==> config.mk <==
export PLATFORM = sky130hd
export DESIGN_NAME = uart_crc_frame_tx_flat
export DESIGN_NICKNAME = d
export VERILOG_FILES = /design/src/rtl/uart_crc_frame_tx_if.sv /design/src/rtl/uart_crc_frame_tx.sv /design/src/flat_wrapper.sv
export SDC_FILE = /design/constraint.sdc
export NUM_CORES = 1
export LEC_CHECK = 0
export ABC_AREA = 1
export CAP_MARGIN = 20
export CORE_MARGIN = 8
export CORE_UTILIZATION = 55
export DETAILED_ROUTE_END_ITERATION = 12
export GPL_ROUTABILITY_DRIVEN = 0
export GPL_TIMING_DRIVEN = 0
export PLACE_DENSITY = 0.79
export RECOVER_POWER = 25
export SLEW_MARGIN = 20
export SYNTH_ARGS = -nofsm -noshare
export SYNTH_HDL_FRONTEND = slang
export SYNTH_SLANG_ARGS = --single-unit
==> constraint.sdc <==
create_clock -name clk -period 6.3 [get_ports clk]
set_input_delay 0.63 -clock clk [delete_from_list [all_inputs] [get_ports clk]]
set_output_delay 0.63 -clock clk [all_outputs]
set_load 0.05 [all_outputs]
==> src/rtl/uart_crc_frame_tx_if.sv <==
// User-side bundle for the CRC frame transmitter: request, payload and status.
// The master side (user logic / bench) drives start and data_in; the slave
// side (the transmitter) drives the line and the status outputs.
interface uart_crc_frame_tx_if;
  logic        start;
  logic [31:0] data_in;
  logic        tx;
  logic        busy;
  logic        done;
  logic [7:0]  crc_out;

  modport master (
    output start,
    output data_in,
    input  tx,
    input  busy,
    input  done,
    input  crc_out
  );

  modport slave (
    input  start,
    input  data_in,
    output tx,
    output busy,
    output done,
    output crc_out
  );
endinterface

==> src/rtl/uart_crc_frame_tx.sv <==
// UART 8N1 frame transmitter: four payload bytes (byte0 first, LSB first)
// followed by a CRC-8 byte (reflected poly 0x8C, init 0xFF, no final XOR).
// Bytes are sent back to back with no idle time between them.
module uart_crc_frame_tx #(
  parameter int CLK_FREQ     = 50000000,
  parameter int BAUD_RATE    = 115200,
  parameter int CLKS_PER_BIT = CLK_FREQ / BAUD_RATE
) (
  input  logic              clk,
  input  logic              reset,
  uart_crc_frame_tx_if.slave bus
);

  localparam int                BAUD_W       = (CLKS_PER_BIT > 1) ? $clog2(CLKS_PER_BIT) : 1;
  localparam logic [BAUD_W-1:0] BAUD_LAST    = BAUD_W'(CLKS_PER_BIT - 1);
  // The final cycle of a non-final stop bit is spent in NEXT_BYTE, so the
  // stop bit still lasts a full bit time on the line.
  localparam logic [BAUD_W-1:0] BAUD_PRELAST = BAUD_W'(CLKS_PER_BIT - 2);
  localparam logic [2:0]        CRC_BYTE     = 3'd4;

  typedef enum logic [2:0] {
    IDLE,
    START_BIT,
    DATA_BITS,
    STOP_BIT,
    NEXT_BYTE
  } state_t;

  // One byte of the reflected CRC-8 (poly 0x8C), unrolled over 8 bit steps.
  function automatic logic [7:0] crc8_step(input logic [7:0] crc, input logic [7:0] data);
    logic [7:0] c;
    c = crc ^ data;
    for (int i = 0; i < 8; i++) begin
      c = c[0] ? ((c >> 1) ^ 8'h8C) : (c >> 1);
    end
    return c;
  endfunction

  state_t            state_q, state_d;
  logic              tx_q, tx_d;
  logic              busy_q, busy_d;
  logic              done_q, done_d;
  logic [7:0]        crc_out_q, crc_out_d;
  logic [BAUD_W-1:0] baud_q, baud_d;
  logic [2:0]        bit_cnt_q, bit_cnt_d;
  logic [2:0]        byte_idx_q, byte_idx_d;
  logic [31:0]       shadow_q, shadow_d;
  logic [7:0]        shift_q, shift_d;
  logic [7:0]        crc_q, crc_d;
  logic [7:0]        cur_byte;

  // Byte to be serialized next: payload bytes 0..3, then the running CRC.
  always_comb begin
    cur_byte = crc_q;
    case (byte_idx_q)
      3'd0:    cur_byte = shadow_q[7:0];
      3'd1:    cur_byte = shadow_q[15:8];
      3'd2:    cur_byte = shadow_q[23:16];
      3'd3:    cur_byte = shadow_q[31:24];
      default: cur_byte = crc_q;
    endcase
  end

  // Frame sequencer: next-state, line level, counters and CRC accumulation.
  always_comb begin
    state_d    = state_q;
    tx_d       = tx_q;
    busy_d     = busy_q;
    done_d     = 1'b0;
    crc_out_d  = crc_out_q;
    baud_d     = baud_q;
    bit_cnt_d  = bit_cnt_q;
    byte_idx_d = byte_idx_q;
    shadow_d   = shadow_q;
    shift_d    = shift_q;
    crc_d      = crc_q;
    case (state_q)
      IDLE: begin
        tx_d   = 1'b1;
        busy_d = 1'b0;
        if (bus.start) begin
          state_d    = START_BIT;
          tx_d       = 1'b0;
          busy_d     = 1'b1;
          shadow_d   = bus.data_in;
          crc_d      = 8'hFF;
          byte_idx_d = 3'd0;
          bit_cnt_d  = 3'd0;
          baud_d     = '0;
        end
      end
      START_BIT: begin
        if (baud_q == BAUD_LAST) begin
          // Load the shifter at the end of the start bit; the top bit is the
          // stop level so the shifter drains into a 1 after the 8th bit.
          baud_d    = '0;
          state_d   = DATA_BITS;
          bit_cnt_d = 3'd0;
          tx_d      = cur_byte[0];
          shift_d   = {1'b1, cur_byte[7:1]};
          if (byte_idx_q != CRC_BYTE) begin
            crc_d = crc8_step(crc_q, cur_byte);
          end
        end else begin
          baud_d = baud_q + 1'b1;
        end
      end
      DATA_BITS: begin
        if (baud_q == BAUD_LAST) begin
          baud_d    = '0;
          bit_cnt_d = bit_cnt_q + 1'b1;
          tx_d      = shift_q[0];
          shift_d   = {1'b1, shift_q[7:1]};
          if (bit_cnt_q == 3'd7) begin
            state_d = STOP_BIT;
            tx_d    = 1'b1;
          end
        end else begin
          baud_d = baud_q + 1'b1;
        end
      end
      STOP_BIT: begin
        tx_d = 1'b1;
        if (byte_idx_q == CRC_BYTE && baud_q == BAUD_LAST) begin
          state_d    = IDLE;
          busy_d     = 1'b0;
          done_d     = 1'b1;
          crc_out_d  = crc_q;
          baud_d     = '0;
          byte_idx_d = 3'd0;
        end else if (byte_idx_q != CRC_BYTE && baud_q == BAUD_PRELAST) begin
          state_d = NEXT_BYTE;
          baud_d  = baud_q + 1'b1;
        end else begin
          baud_d = baud_q + 1'b1;
        end
      end
      NEXT_BYTE: begin
        state_d    = START_BIT;
        tx_d       = 1'b0;
        baud_d     = '0;
        byte_idx_d = byte_idx_q + 1'b1;
      end
      default: begin
        state_d = IDLE;
        tx_d    = 1'b1;
        busy_d  = 1'b0;
      end
    endcase
  end

  // Control and output registers; reset abandons any frame in progress.
  always_ff @(posedge clk) begin
    if (reset) begin
      state_q    <= IDLE;
      tx_q       <= 1'b1;
      busy_q     <= 1'b0;
      done_q     <= 1'b0;
      crc_out_q  <= 8'h00;
      baud_q     <= '0;
      bit_cnt_q  <= 3'd0;
      byte_idx_q <= 3'd0;
    end else begin
      state_q    <= state_d;
      tx_q       <= tx_d;
      busy_q     <= busy_d;
      done_q     <= done_d;
      crc_out_q  <= crc_out_d;
      baud_q     <= baud_d;
      bit_cnt_q  <= bit_cnt_d;
      byte_idx_q <= byte_idx_d;
    end
  end

  // Datapath registers; always reloaded before use, so they carry no reset.
  always_ff @(posedge clk) begin
    shadow_q <= shadow_d;
    shift_q  <= shift_d;
    crc_q    <= crc_d;
  end

  assign bus.tx      = tx_q;
  assign bus.busy    = busy_q;
  assign bus.done    = done_q;
  assign bus.crc_out = crc_out_q;

endmodule
==> src/flat_wrapper.sv <==
// flat-port wrapper written by rule: the top's interface ports become plain ports
module uart_crc_frame_tx_flat 
#(
  parameter int CLK_FREQ     = 50000000,
  parameter int BAUD_RATE    = 115200,
  parameter int CLKS_PER_BIT = CLK_FREQ / BAUD_RATE
)
  (clk, reset, bus_start, bus_data_in, bus_tx, bus_busy, bus_done, bus_crc_out);
  uart_crc_frame_tx_if bus_i ();
  input  logic clk;
  input  logic reset;
  input wire logic [$bits(bus_i.start)-1:0] bus_start;
  input wire logic [$bits(bus_i.data_in)-1:0] bus_data_in;
  output wire logic [$bits(bus_i.tx)-1:0] bus_tx;
  output wire logic [$bits(bus_i.busy)-1:0] bus_busy;
  output wire logic [$bits(bus_i.done)-1:0] bus_done;
  output wire logic [$bits(bus_i.crc_out)-1:0] bus_crc_out;
  assign bus_i.start = bus_start;
  assign bus_i.data_in = bus_data_in;
  assign bus_tx = bus_i.tx;
  assign bus_busy = bus_i.busy;
  assign bus_done = bus_i.done;
  assign bus_crc_out = bus_i.crc_out;
  uart_crc_frame_tx #(.CLK_FREQ(CLK_FREQ), .BAUD_RATE(BAUD_RATE), .CLKS_PER_BIT(CLKS_PER_BIT)) u_core (.clk(clk), .reset(reset), .bus(bus_i));
endmodule
==> results.md <==
* Minimum clock period at 2.52 ns
* First-pass GRT wire length at 14000 microns
* Worst Hold Class: reg -> reg
* PortBufs at 45
* RSZ-0062 raised after global routing: no
* Sequential area share after synthesis at 51.5%
* CTS tree: yes
* Reg2reg end: u_core.crc_q[0]$_SDFFCE_PP1P_
* Routed length per instance at 13.4 microns
* ANT nets after route at 0
* Power Density at 369 nW/um^2
* Dpl hpwl at 6410 microns
* Max_slew headroom at 51.0%
* VDD IR max at 257 uV
* Full die area at 9970 sq um
* Static Leak at 1.99 nW
* Largest cells by area after synthesis: edfxtp_1 37%, dfxtp_1 15%, nand2_1 11%
* Synth Register Bits at 76
* Syn nets at 497
* Tcrit/Tclk final at 40.0%
* R2r setup slk at 3.78 ns
* Layout cells sized above 1 at 14.0%
* CP Max Fanout at 10
* Clock Pin Slew Worst Setup and Hold Paths at 0.08 ns
* Cell variety after synth at 35
* Setup Skew at 0.00854 ns
* Max_cap viols at 0
* Diodes inserted at 0
* Critical Path RT at 6.39 ns
* Hold path endpoint: u_core.baud_q[1]$_SDFFE_PP0P_
* Max-slew violation count at 0
* Initial core utilization at 56.9%
* Status: finished clean
* Syn Inst Count at 452
* Num Clock Sinks at 76
* R2R depth at 16
* Post CTS Setup Buffer Count at 0
* Clk buf depth at 2
* Initial detailed-routing violation count at 160
* Worst setup SP type: flop
* Area grow syn2layout at 21.1%
* Worst-Skew Late Latency at 0.35 ns
* I/O pin count at 46
* Min-delay src: u_core.baud_q[1]$_SDFFE_PP0P_
* Final-report hold violation count at 0
* Min Hold Slack at 0.494 ns
* Critical path class: reg -> reg
* Setup TNS at 0 ns
* NumNets Final at 556
* DR vias/cell at 5.16
* Core footprint at 6790 sq um
* Total gr overflow at 0
* Dominant cell type by area after synthesis: edfxtp_1
* Drt first pass iters at 5
* Global-route usage over all layers at 17.6%
* Initial antenna violation count at 0
* Worst slew pin tran at 0.734 ns
* CTS buffer count at 9
* Die X at 99.8 microns
* Area of the mapped netlist at 3870 sq um
* Avg Inst Size Synth at 8.55 sq um
* Root buf cell: clkbuf_8
* Number of global-route vias before repair at 3106
* Routed WL at 8210 microns
* Critical Path Source: u_core.byte_idx_q[2]$_SDFFE_PP0P_
* Post-cts sizing count at 0
* H-Tree Level Count at 3
* Largest net degree at the start of global routing at 14
* Crit end category: flop
* Setup-failing EPs final at 0
* DRC violations left at 0
* Hold-fix buffers, CTS at 0
* Post-layout util at 68.9%
* Row count at 30
* Hold depth at 2
* Die extent in y at 99.8 microns
* Number of fill cells at 548
* Vias at 3159
* FMAX at 0.397 GHz
* Top-area cell type share of the netlist area at 36.5%
* Critical Path AT at 2.61 ns
* Synth Warn # at 0
* R2r startpoint: u_core.byte_idx_q[2]$_SDFFE_PP0P_
-- cells by family (layout without fill, tap and decap cells) --
| kind of cell | after synthesis | after routing | synth area share [%] |
|---|---|---|---|
| AND/OR/NAND/NOR | 231 | 231 | 28.3 |
| flip-flops | 76 | 76 | 51.5 |
| buffers and inverters | 68 | 132 | 7.12 |
| AO/OA/AOI/OAI | 64 | 64 | 9.19 |
| adder cells (fa/ha/maj) | 10 | 10 | 3.24 |
| XOR/XNOR | 3 | 3 | 0.680 |
-- synthesized netlist by cell type --
cell	count
and3_1	1
nor2_1	31
or2_0	1
a221oi_1	1
a31oi_1	4
o211ai_1	2
nand4_1	2
xnor2_1	2
inv_1	50
nand3_1	40
edfxtp_1	47
a21oi_1	22
inv_2	10
nor3_2	1
nor3_1	6
nand2_1	111
clkbuf_1	2
dfxtp_1	29
ha_1	10
xor2_1	1
nand2_4	3
nor2_2	1
nor2_4	5
buf_2	4
o21bai_1	1
a21boi_1	1
nand3b_1	1
o21ai_0	24
o21ai_1	3
buf_6	2
or2_1	1
a211oi_1	5
o2111ai_1	1
nand2_2	23
nand3_2	4
-- power breakdown --
part           switching, W  internal (W)
Combinational      0.000422      0.000198
Sequential        0.0000491      0.000655
Clock              0.000180      0.000223
Total              0.000650       0.00108
-- per-layer routing --
layer / vias up / GRT usage (%) / wire length (microns)
met4: 0 / 7.45 / 127
met2: 111 / 28.9 / 3910
met3: 16 / 5.67 / 534
li1: 1612 / - / -
met5: - / 0 / 0
met1: 1420 / 20.7 / 3630
-- worst max-delay path: stages, from the launching register on --
cell	delay (ns)
dfxtp_1	0.44
inv_2	0.09
buf_6	0.15
ha_1	0.19
buf_2	0.17
inv_1	0.08
nand2_2	0.07
inv_2	0.07
nand2_4	0.08
buf_6	0.15
o21ai_1	0.19
nand2_1	0.08
nand2_1	0.13
or2_1	0.16
nand2_1	0.07
nand2_1	0.06
nand3_1	0.08
-- area by class of cell --
type                    instances  area, sq um  share of cell area (%)
clock inverters                 6         88.8                    1.90
well taps                      96          120                    2.57
inverters                      60          225                    4.81
flip-flops and latches         76         1990                    42.5
multi-input cells             308         1610                    34.4
repair buffers                 48          469                    10.0
plain buffers                   8         50.0                    1.07
clock buffers                  10          128                    2.73
-- flip-flops by register name (all words and copies together), names as in the netlist --
register	flops
u_core.byte_idx_q	3
u_core.bus.done	1
u_core.crc_q	8
u_core.bus.crc_out	8
u_core.state_q	3
u_core.baud_q	9
u_core.shadow_q	32
u_core.bit_cnt_q	3
u_core.shift_q	7
u_core.bus.busy	1
u_core.bus.tx	1
-- worst max-delay path by stage --
stage          cells past startpoint                       endpoint
2_1_floorplan                      2   u_core.shadow_q[0]$_DFFE_PP_
3_3_place_gp                       3  u_core.shadow_q[15]$_DFFE_PP_
3_5_place_dp                       6  u_core.crc_q[6]$_SDFFCE_PP1P_
4_1_cts                           16  u_core.crc_q[0]$_SDFFCE_PP1P_
5_1_grt                           16  u_core.crc_q[0]$_SDFFCE_PP1P_
6_report                          16  u_core.crc_q[0]$_SDFFCE_PP1P_
-- through the flow --
step,worst slack (ns),std cells,instance area (sq um),total power (W)
floorplan,2.90,452,3870,0.00117
global placement,1.73,593,4440,0.00130
detailed placement,3.59,596,4470,0.00133
CTS,3.80,612,4690,0.00174
global route,3.51,612,4680,0.00184
finish,3.78,612,4680,0.00173
-- placed cells by master, fill, tap and decap left out, drive strengths merged, types with 2 or more instances in the layout --
| cell type | n |
|---|---|
| a211oi | 5 |
| a21oi | 22 |
| a31oi | 4 |
| buf | 8 |
| bufinv | 2 |
| clkbuf | 13 |
| clkdlybuf4s50 | 13 |
| clkinvlp | 3 |
| dfxtp | 29 |
| dlygate4sd3 | 32 |
| edfxtp | 47 |
| ha | 10 |
| inv | 60 |
| nand2 | 137 |
| nand3 | 44 |
| nand4 | 2 |
| nor2 | 37 |
| nor3 | 7 |
| o211ai | 2 |
| o21ai | 27 |
| or2 | 2 |
| xnor2 | 2 |
Power figures use the tool's default switching activity.
